**src/rtl/enc8to3_sequencer.sv**
```systemverilog
// ---------------------------------------------------------------------------
// enc8to3_sequencer
//
// Captures a set of active-low request lines into a pending mask, then emits
// the binary index of each pending request one at a time over a valid/ready
// handshake. The emission order is chosen by MSB_FIRST. After the last code
// is transferred, a one-cycle done pulse is raised before returning to idle.
//
// Parameters:
//   MSB_FIRST  1 = bit 7 emitted first (SN74148 order), 0 = bit 0 first
//
// Optional build macro:
//   ENC8TO3_CASCADE_EN  adds the SN74148-style cascade outputs gs_n / eo_n
//
// Ports:
//   clk        rising-edge clock
//   reset      synchronous active-high reset
//   ei_n       active-low enable, gates capture only
//   req_n      active-low request lines [7:0]
//   load       capture strobe
//   out_ready  consumer ready for enc_out
//   enc_out    binary code of the current request
//   out_valid  enc_out holds a valid code
//   busy       high whenever not idle
//   done       one-cycle pulse at the end of a burst
//   pending    requests not yet emitted, active-high
//   gs_n       (macro only) low while emitting
//   eo_n       (macro only) low when idle, enabled and no request present
// ---------------------------------------------------------------------------
module enc8to3_sequencer #(
  parameter bit MSB_FIRST = 1'b1
) (
  input  logic       clk,
  input  logic       reset,
  input  logic       ei_n,
  input  logic [7:0] req_n,
  input  logic       load,
  input  logic       out_ready,
  output logic [2:0] enc_out,
  output logic       out_valid,
  output logic       busy,
  output logic       done,
`ifdef ENC8TO3_CASCADE_EN
  output logic       gs_n,
  output logic       eo_n,
`endif
  output logic [7:0] pending
);

  typedef enum logic [1:0] {
    IDLE = 2'd0,
    EMIT = 2'd1,
    DONE = 2'd2
  } state_t;

  state_t     state_q, state_d;
  logic [7:0] pending_q, pending_d;
  logic [2:0] selIdx;

  // Highest-priority set bit of a mask. The loop runs from lowest to highest
  // priority so the last match wins; an empty mask yields 0.
  function automatic logic [2:0] pickIndex(input logic [7:0] bits);
    logic [2:0] idx;
    idx = 3'd0;
    if (MSB_FIRST) begin
      for (int i = 0; i < 8; i++)
        if (bits[i]) idx = i[2:0];
    end else begin
      for (int i = 7; i >= 0; i--)
        if (bits[i]) idx = i[2:0];
    end
    return idx;
  endfunction

  assign selIdx = pickIndex(pending_q);

  // State and pending mask register; reset wins over everything else.
  always_ff @(posedge clk) begin
    if (reset) begin
      state_q   <= IDLE;
      pending_q <= 8'h00;
    end else begin
      state_q   <= state_d;
      pending_q <= pending_d;
    end
  end

  // Next-state logic. Capture only happens from IDLE, so load/ei_n/req_n are
  // ignored for the whole burst. A transfer clears the bit currently shown
  // on enc_out; when that empties the mask the burst ends via DONE.
  always_comb begin
    state_d   = state_q;
    pending_d = pending_q;
    unique case (state_q)
      IDLE: begin
        if (load && !ei_n) begin
          pending_d = ~req_n;
          state_d   = (~req_n != 8'h00) ? EMIT : DONE;
        end
      end
      EMIT: begin
        if (out_ready) begin
          pending_d = pending_q & ~(8'b0000_0001 << selIdx);
          if (pending_d == 8'h00) state_d = DONE;
        end
      end
      DONE: begin
        state_d = IDLE;
      end
      default: begin
        state_d   = IDLE;
        pending_d = 8'h00;
      end
    endcase
  end

  // Outputs are decoded from the registered state; only eo_n also looks at
  // the live enable and request inputs.
  always_comb begin
    out_valid = (state_q == EMIT);
    enc_out   = (state_q == EMIT) ? selIdx : 3'b000;
    busy      = (state_q != IDLE);
    done      = (state_q == DONE);
    pending   = pending_q;
`ifdef ENC8TO3_CASCADE_EN
    gs_n      = (state_q != EMIT);
    eo_n      = !((state_q == IDLE) && !ei_n && (req_n == 8'hFF));
`endif
  end

endmodule
```
**config.mk**
```make
export PLATFORM = sky130hd
export DESIGN_NAME = enc8to3_sequencer
export DESIGN_NICKNAME = d
export VERILOG_FILES = /design/src/rtl/enc8to3_sequencer.sv
export SDC_FILE = /design/constraint.sdc
export NUM_CORES = 1
export LEC_CHECK = 0
export CORE_MARGIN = 10
export CORE_UTILIZATION = 45
export DETAILED_ROUTE_END_ITERATION = 12
export HOLD_SLACK_MARGIN = 0.08
export PLACE_DENSITY = 0.79
export SLEW_MARGIN = 20
export SYNTH_ARGS = -nofsm -noshare
export SYNTH_HDL_FRONTEND = slang
export SYNTH_SLANG_ARGS = --single-unit
```
**constraint.sdc**
```tcl
create_clock -name clk -period 3.55 [get_ports clk]
set_clock_uncertainty 0.1 [all_clocks]
set_input_delay 0.71 -clock clk [delete_from_list [all_inputs] [get_ports clk]]
set_output_delay 0.71 -clock clk [all_outputs]
set_load 0.03 [all_outputs]
```
==> results of run 1 <==
[worst reg2reg max path, cell delays in order (launching register included)]
cell and delay (ns):
dfxtp_1 0.43, or4b_4 0.63, and2_4 0.22, or3_1 0.31
a21oi_1 0.13
[how the worst max path moves through the flow]
stage	startpoint	endpoint	slack (ns)	cells after the start
after floorplan	pending[1]	enc_out[0]	1.36	4
after CTS	state_q[0]	enc_out[2]	0.68	4
after global placement	load	pending[0]	1.03	5
after global routing	state_q[0]	enc_out[2]	0.52	4
after detailed placement	state_q[0]	enc_out[2]	0.97	4
final	state_q[0]	enc_out[2]	0.65	4
[power groups by stage]
stage | sequential (uW) | clock [uW] | combinational [uW]
floorplan | 136 | 0 | 52.0
global placement | 133 | 0 | 91.5
detailed placement | 133 | 0 | 92.9
CTS | 130 | 77.7 | 93.0
global route | 133 | 80.7 | 101
finish | 131 | 75.9 | 93.1
[final cells by class]
class | count | area (sq um)
Fill cell | 140 | 516.7
Multi-Input combinational cell | 74 | 440.4
Timing Repair Buffer | 26 | 260.3
Sequential cell | 10 | 200.2
Clock buffer | 3 | 22.52
Tap cell | 16 | 20.02
Inverter | 3 | 11.26
[registers in the layout (all words and copies together), names as in the netlist]
register / cells
pending: 8
state_q: 2
[cells in the mapped netlist]
master / number
nand2_1: 1
or2_2: 1
or2_1: 2
o22ai_1: 1
nor3_1: 2
o21bai_1: 2
and2_4: 1
nor4b_1: 1
nor2_1: 15
dfxtp_1: 10
a211o_1: 1
buf_6: 1
inv_2: 1
a311oi_1: 1
o21ba_2: 1
clkbuf_1: 6
nand2b_1: 2
maj3_1: 1
nand4_1: 2
nor2b_1: 1
or3_1: 3
or2_0: 3
o311a_1: 1
inv_1: 2
nor3b_1: 1
o21ai_0: 3
a21oi_1: 14
o311ai_0: 1
o31a_1: 1
a31oi_1: 1
a2111oi_0: 1
o21ai_1: 6
nor4bb_1: 1
or4b_1: 1
or4b_4: 1
a211oi_1: 1
[stage by stage]
stage               power (uW)  worst slack (ns)  utilization [%]
finish                   299.8            0.6522            64.88
global route             314.0            0.5227            64.88
CTS                      301.1            0.6840            64.88
detailed placement       225.8            0.9733            63.35
global placement         224.3             1.026            63.35
floorplan                188.3             1.360                -
[cell families (layout without fill, tap and decap cells)]
| group | count (synthesis) | count (layout) | share of synthesized area (%) |
|---|---|---|---|
| and+or+nand+nor | 38 | 38 | 31.57 |
| AOI/OAI and AO/OA | 35 | 35 | 31.21 |
| DFF | 10 | 10 | 29.20 |
| buffers and inverters | 10 | 32 | 6.569 |
| adders and majority gates | 1 | 1 | 1.460 |
[metal layers]
layer,up-vias,wire (um),track usage (%)
met4,0,16,4.918
li1,390,-,-
met1,342,862,14.09
met2,33,914,17.27
met5,-,0,0
met3,2,204,4.506
==> flow_summary.json, run 1 <==
{
  "stdcell_count": 132,
  "num-nets-final": 131,
  "sw_frac_of_total_pct": 32.72,
  "cap_violations": 0,
  "syn-cell-area_sq_um": 685.7,
  "rsz0062_at_grt": "no",
  "maxSlewHeadroom_pct": 74.21,
  "outcome": "completed",
  "max_stage_delay_ns": 0.68,
  "hold_class": "flop to flop",
  "setup_viol": 0,
  "post_route_cells_drive_above_1_share_pct": 6.897,
  "cp_cell_sequence": "nand2b_1 -> inv_2 -> o31a_1 -> clkdlybuf4s50_1",
  "gp_congestion": 0.8569,
  "r2r_start": "state_q[0]",
  "grt_start_max_net_pins": 15,
  "finalSetupTns_ns": 0,
  "final_cell_mix": "clkdlybuf4s50_1, nor2_1, a21oi_1",
  "hold_depth": 2,
  "r2r_slack_ns": 1.67,
  "cp_slowest_cell": "clkdlybuf4s50_1",
  "dp_hpwl_um": 1569,
  "synth.net_count": 107,
  "core_area_sq_mm": 0.001471,
  "path_buf_inv": 2,
  "synth_top_cell_by_area": "dfxtp_1",
  "min_period_ns": 2.898,
  "clockBufferDepth": 2,
  "mostFrequentLayoutCell": "clkdlybuf4s50_1",
  "antenna_found_initial": 0,
  "avgSynthCellArea_sq_um": 7.294,
  "sequentialPowerShare_pct": 43.6,
  "cp-end-kind": "output port",
  "routedWlPerCell_um": 15.14,
  "r2r_end": "pending[0]",
  "cp_max_fo": 14,
  "ant_nets": 0,
  "grt_pass1_wl_um": 3243,
  "synthToLayoutAreaGrowth_pct": 39.23,
  "post-route-drc-count": 0,
  "cp.required_ns": 2.74,
  "finalHoldViolCount": 0,
  "combPwrFrac_pct": 31.1,
  "hp-start": "pending[0]",
  "synth_top_area_share_pct": 29.20,
  "row_count": 14,
  "path_delay_family": "buffers and inverters",
  "viasPerCell": 5.811,
  "track_usage_pct": 11.49,
  "syn_inst": 94,
  "yosysSeqAreaShare_pct": 29.20,
  "cts_tree": "yes",
  "cts_buffers": 3,
  "port_buffers": 26,
  "path_clk_slew_ns": 0.06,
  "initial_core_util_pct": 46.60,
  "post_cts_buffers": 0,
  "placed_area_sq_um": 932.1,
  "pwr_density_cell_mw_per_mm2": 314.1,
  "path_class": "flop to output port",
  "ir_drop_v": 0.0001941,
  "worstPathArrival_ns": 2.09,
  "clkLatencyLatePin_ns": 0.26,
  "p_int_uw": 201.7,
  "synth.area.top_cells": "dfxtp_1, a21oi_1, nor2_1, o21ai_1, clkbuf_1",
  "drt_wl_total_um": 1998,
  "cp-start-kind": "flop",
  "worst_pin_slew_ns": 0.3770,
  "rr_worst_depth": 4,
  "drt-initial-drc-count": 34,
  "h-tree-depth": 1,
  "die_width_um": 59.04,
  "clockRootBuffer": "clkbuf_4",
  "grt_pass1_vias": 719,
  "first_pass_iters": 4,
  "max_freq_mhz": 345.1,
  "cts_hold_buf": 0,
  "placed_cells": 129,
  "io_pins": 27,
  "n_antenna_cell": 0,
  "p_leak_uw": 0.0003210,
  "num_vias": 767,
  "finalCritPeriodShare_pct": 81.63,
  "timing.hold.ws_ns": 0.4284,
  "hold_end": "pending[0]",
  "p_switching_uw": 98.09,
  "drv_slew": 0,
  "finalInstanceArea_sq_um": 954.7,
  "synth_seq_cells": 10,
  "clock_power_share_pct": 25.3,
  "die_area_sq_mm": 0.003485,
  "cts-resized-gates": 0,
  "synth_warnings": 0,
  "cts.sinks": 10,
  "yosys.cell_types.count": 36,
  "dieHeight_um": 59.04,
  "grt_overflow": 0
}
(Power assumes the default switching activity.)
==> run 2, diff against run 1 <==
--- a/config.mk
+++ b/config.mk
@@ -6,10 +6,10 @@
 export NUM_CORES = 1
 export LEC_CHECK = 0
 export CORE_MARGIN = 10
-export CORE_UTILIZATION = 45
+export CORE_UTILIZATION = 38
 export DETAILED_ROUTE_END_ITERATION = 12
 export HOLD_SLACK_MARGIN = 0.08
-export PLACE_DENSITY = 0.79
+export PLACE_DENSITY = 0.71
 export SLEW_MARGIN = 20
 export SYNTH_ARGS = -nofsm -noshare
 export SYNTH_HDL_FRONTEND = slang
==> constraint.sdc (replaced) <==
create_clock -name clk -period 2.45 [get_ports clk]
set_clock_uncertainty 0.1 [all_clocks]
set_input_delay 0.49 -clock clk [delete_from_list [all_inputs] [get_ports clk]]
set_output_delay 0.49 -clock clk [all_outputs]
set_load 0.03 [all_outputs]
==> run 2 against run 1 <==
Worst setup slack worse by 0.59 ns. Critical path depth down 1. Wire length up 6.5%. Register-to-register slack worse by 1.1 ns. Clock power up 92%. Sequential share of layout area down 1.5 points. Global-route usage down 1.3 points. Critical path type unchanged. Critical endpoint unchanged.
==> flow_summary.json, run 2 (synthesis gave the netlist of run 1 again) <==
{
  "core_area_sq_mm": 0.001727,
  "cts_tree": "yes",
  "path_delay_family": "buffers and inverters",
  "drt_wl_total_um": 2128,
  "post-route-drc-count": 0,
  "clockBufferDepth": 2,
  "viasPerCell": 5.439,
  "cp_max_fo": 5,
  "path_class": "flop to output port",
  "num_vias": 805,
  "cp.required_ns": 1.86,
  "cts_hold_buf": 0,
  "dieHeight_um": 62.48,
  "startpoint": "pending[5]",
  "maxSlewHeadroom_pct": 66.72,
  "drv_slew": 0,
  "finalCritPeriodShare_pct": 97.49,
  "crit_end": "enc_out[2]",
  "gp_congestion": 0.9061,
  "cts.sinks": 10,
  "cp_cell_sequence": "or2_2 -> o31a_1 -> clkdlybuf4s50_1",
  "routedWlPerCell_um": 14.38,
  "worst_pin_slew_ns": 0.4962,
  "r2r_start": "state_q[0]",
  "rsz0062_at_grt": "no",
  "clockRootBuffer": "clkbuf_4",
  "finalSetupTns_ns": 0,
  "cp-start-kind": "flop",
  "setup_viol": 0,
  "max_stage_delay_ns": 0.61,
  "r2r_end": "pending[0]",
  "ant_nets": 0,
  "ir_drop_v": 0.0004051,
  "r2r_slack_ns": 0.59,
  "io_pins": 27,
  "antenna_found_initial": 0,
  "pwr_density_cell_mw_per_mm2": 466.2,
  "h-tree-depth": 1,
  "num-nets-final": 137,
  "min_period_ns": 2.388,
  "grt_overflow": 0,
  "hold_class": "flop to flop",
  "p_leak_uw": 0.0003775,
  "max_freq_mhz": 418.7,
  "grt_pass1_vias": 770,
  "path_clk_slew_ns": 0.06,
  "grt_pass1_wl_um": 3353,
  "grt_start_max_net_pins": 14,
  "placed_area_sq_um": 988.4,
  "hp-start": "pending[0]",
  "rr_worst_depth": 5,
  "post_route_cells_drive_above_1_share_pct": 12.20,
  "largest_reg_flops": 8,
  "outcome": "completed",
  "cap_violations": 0,
  "finalHoldViolCount": 0,
  "cts_buffers": 3,
  "n_antenna_cell": 0,
  "fillers": 180,
  "die_width_um": 62.48,
  "first_pass_iters": 4,
  "cp-end-kind": "output port",
  "finalInstanceArea_sq_mm": 0.001027,
  "path_buf_inv": 1,
  "clkLatencyLatePin_ns": 0.27,
  "stdcell_count": 148,
  "die_area_sq_mm": 0.003903,
  "dp_hpwl_um": 1736,
  "final_cell_mix": "clkdlybuf4s50_1, nor2_1, a21oi_1",
  "port_buffers": 26,
  "synthToLayoutAreaGrowth_pct": 49.82,
  "track_usage_pct": 10.14,
  "drt-initial-drc-count": 22,
  "placed_cells": 144,
  "worstPathArrival_ns": 1.80,
  "initial_core_util_pct": 39.71,
  "row_count": 15,
  "cp_slowest_cell": "clkdlybuf4s50_1",
  "path_depth": 3,
  "mostFrequentLayoutCell": "clkdlybuf4s50_1"
}
[run 2: cell types whose count changed in the layout (fill, tap and decap cells not counted)]
cell	delta
clkbuf_8	+1
buf_4	+6
clkdlybuf4s50_1	-1
dlymetal6s2s_1	+1
[run 2: worst min-delay path by stage]
| stage | slack (ns) | end | depth (start not counted) |
|---|---|---|---|
| CTS | 0.43 | pending[0] | 2 |
| global route | 0.46 | pending[0] | 2 |
| floorplan | 0.53 | pending[1] | 2 |
| detailed placement | 0.42 | pending[0] | 2 |
| finish | 0.44 | pending[0] | 2 |
| global placement | 0.42 | pending[0] | 2 |
[run 2: cell type report]
class	instances	area [sq um]	area share [%]
inverters	3	11.26	1.096
clock buffers	4	36.28	3.532
multi-input cells	74	440.4	42.87
repair buffers	32	307.8	29.96
well taps	25	31.28	3.045
flip-flops and latches	10	200.2	19.49
[run 2: worst register-to-register path, cell delays in order, from the launching register on]
cell	delay, ns
dfxtp_1	0.31
buf_4	0.17
or4b_4	0.58
and2_4	0.21
or3_1	0.31
a21oi_1	0.12
[run 2: per-layer routing]
layer	vias up	wire (um)	track usage (%)
li1	402	-	-
met1	363	955	11.37
met2	34	939	15.51
met3	6	178	4.301
met4	0	55	6.145
met5	-	0	0
[run 2: timing repair]
action,4_1_cts,5_1_grt
setup buffers,0,0
setup endpoints to repair,0,1
resized for setup,0,1
[run 2: per-stage QoR]
step           setup WS, ns  hold slack, ns  util (%)  total power (uW)
6_report            0.06156          0.4400     59.49             478.9
4_1_cts             0.02573          0.4321     59.35             480.5
3_5_place_dp         0.1348          0.4228     57.25             337.0
5_1_grt            0.009438          0.4557     59.49             507.3
2_1_floorplan        0.4801          0.5294         -             272.8
3_3_place_gp         0.1903          0.4174     57.25             334.0
[run 2: power breakdown]
group,internal (uW),switching (uW)
sequential,171,9.98
combinational,70.9,81.1
clock,90.3,55.4
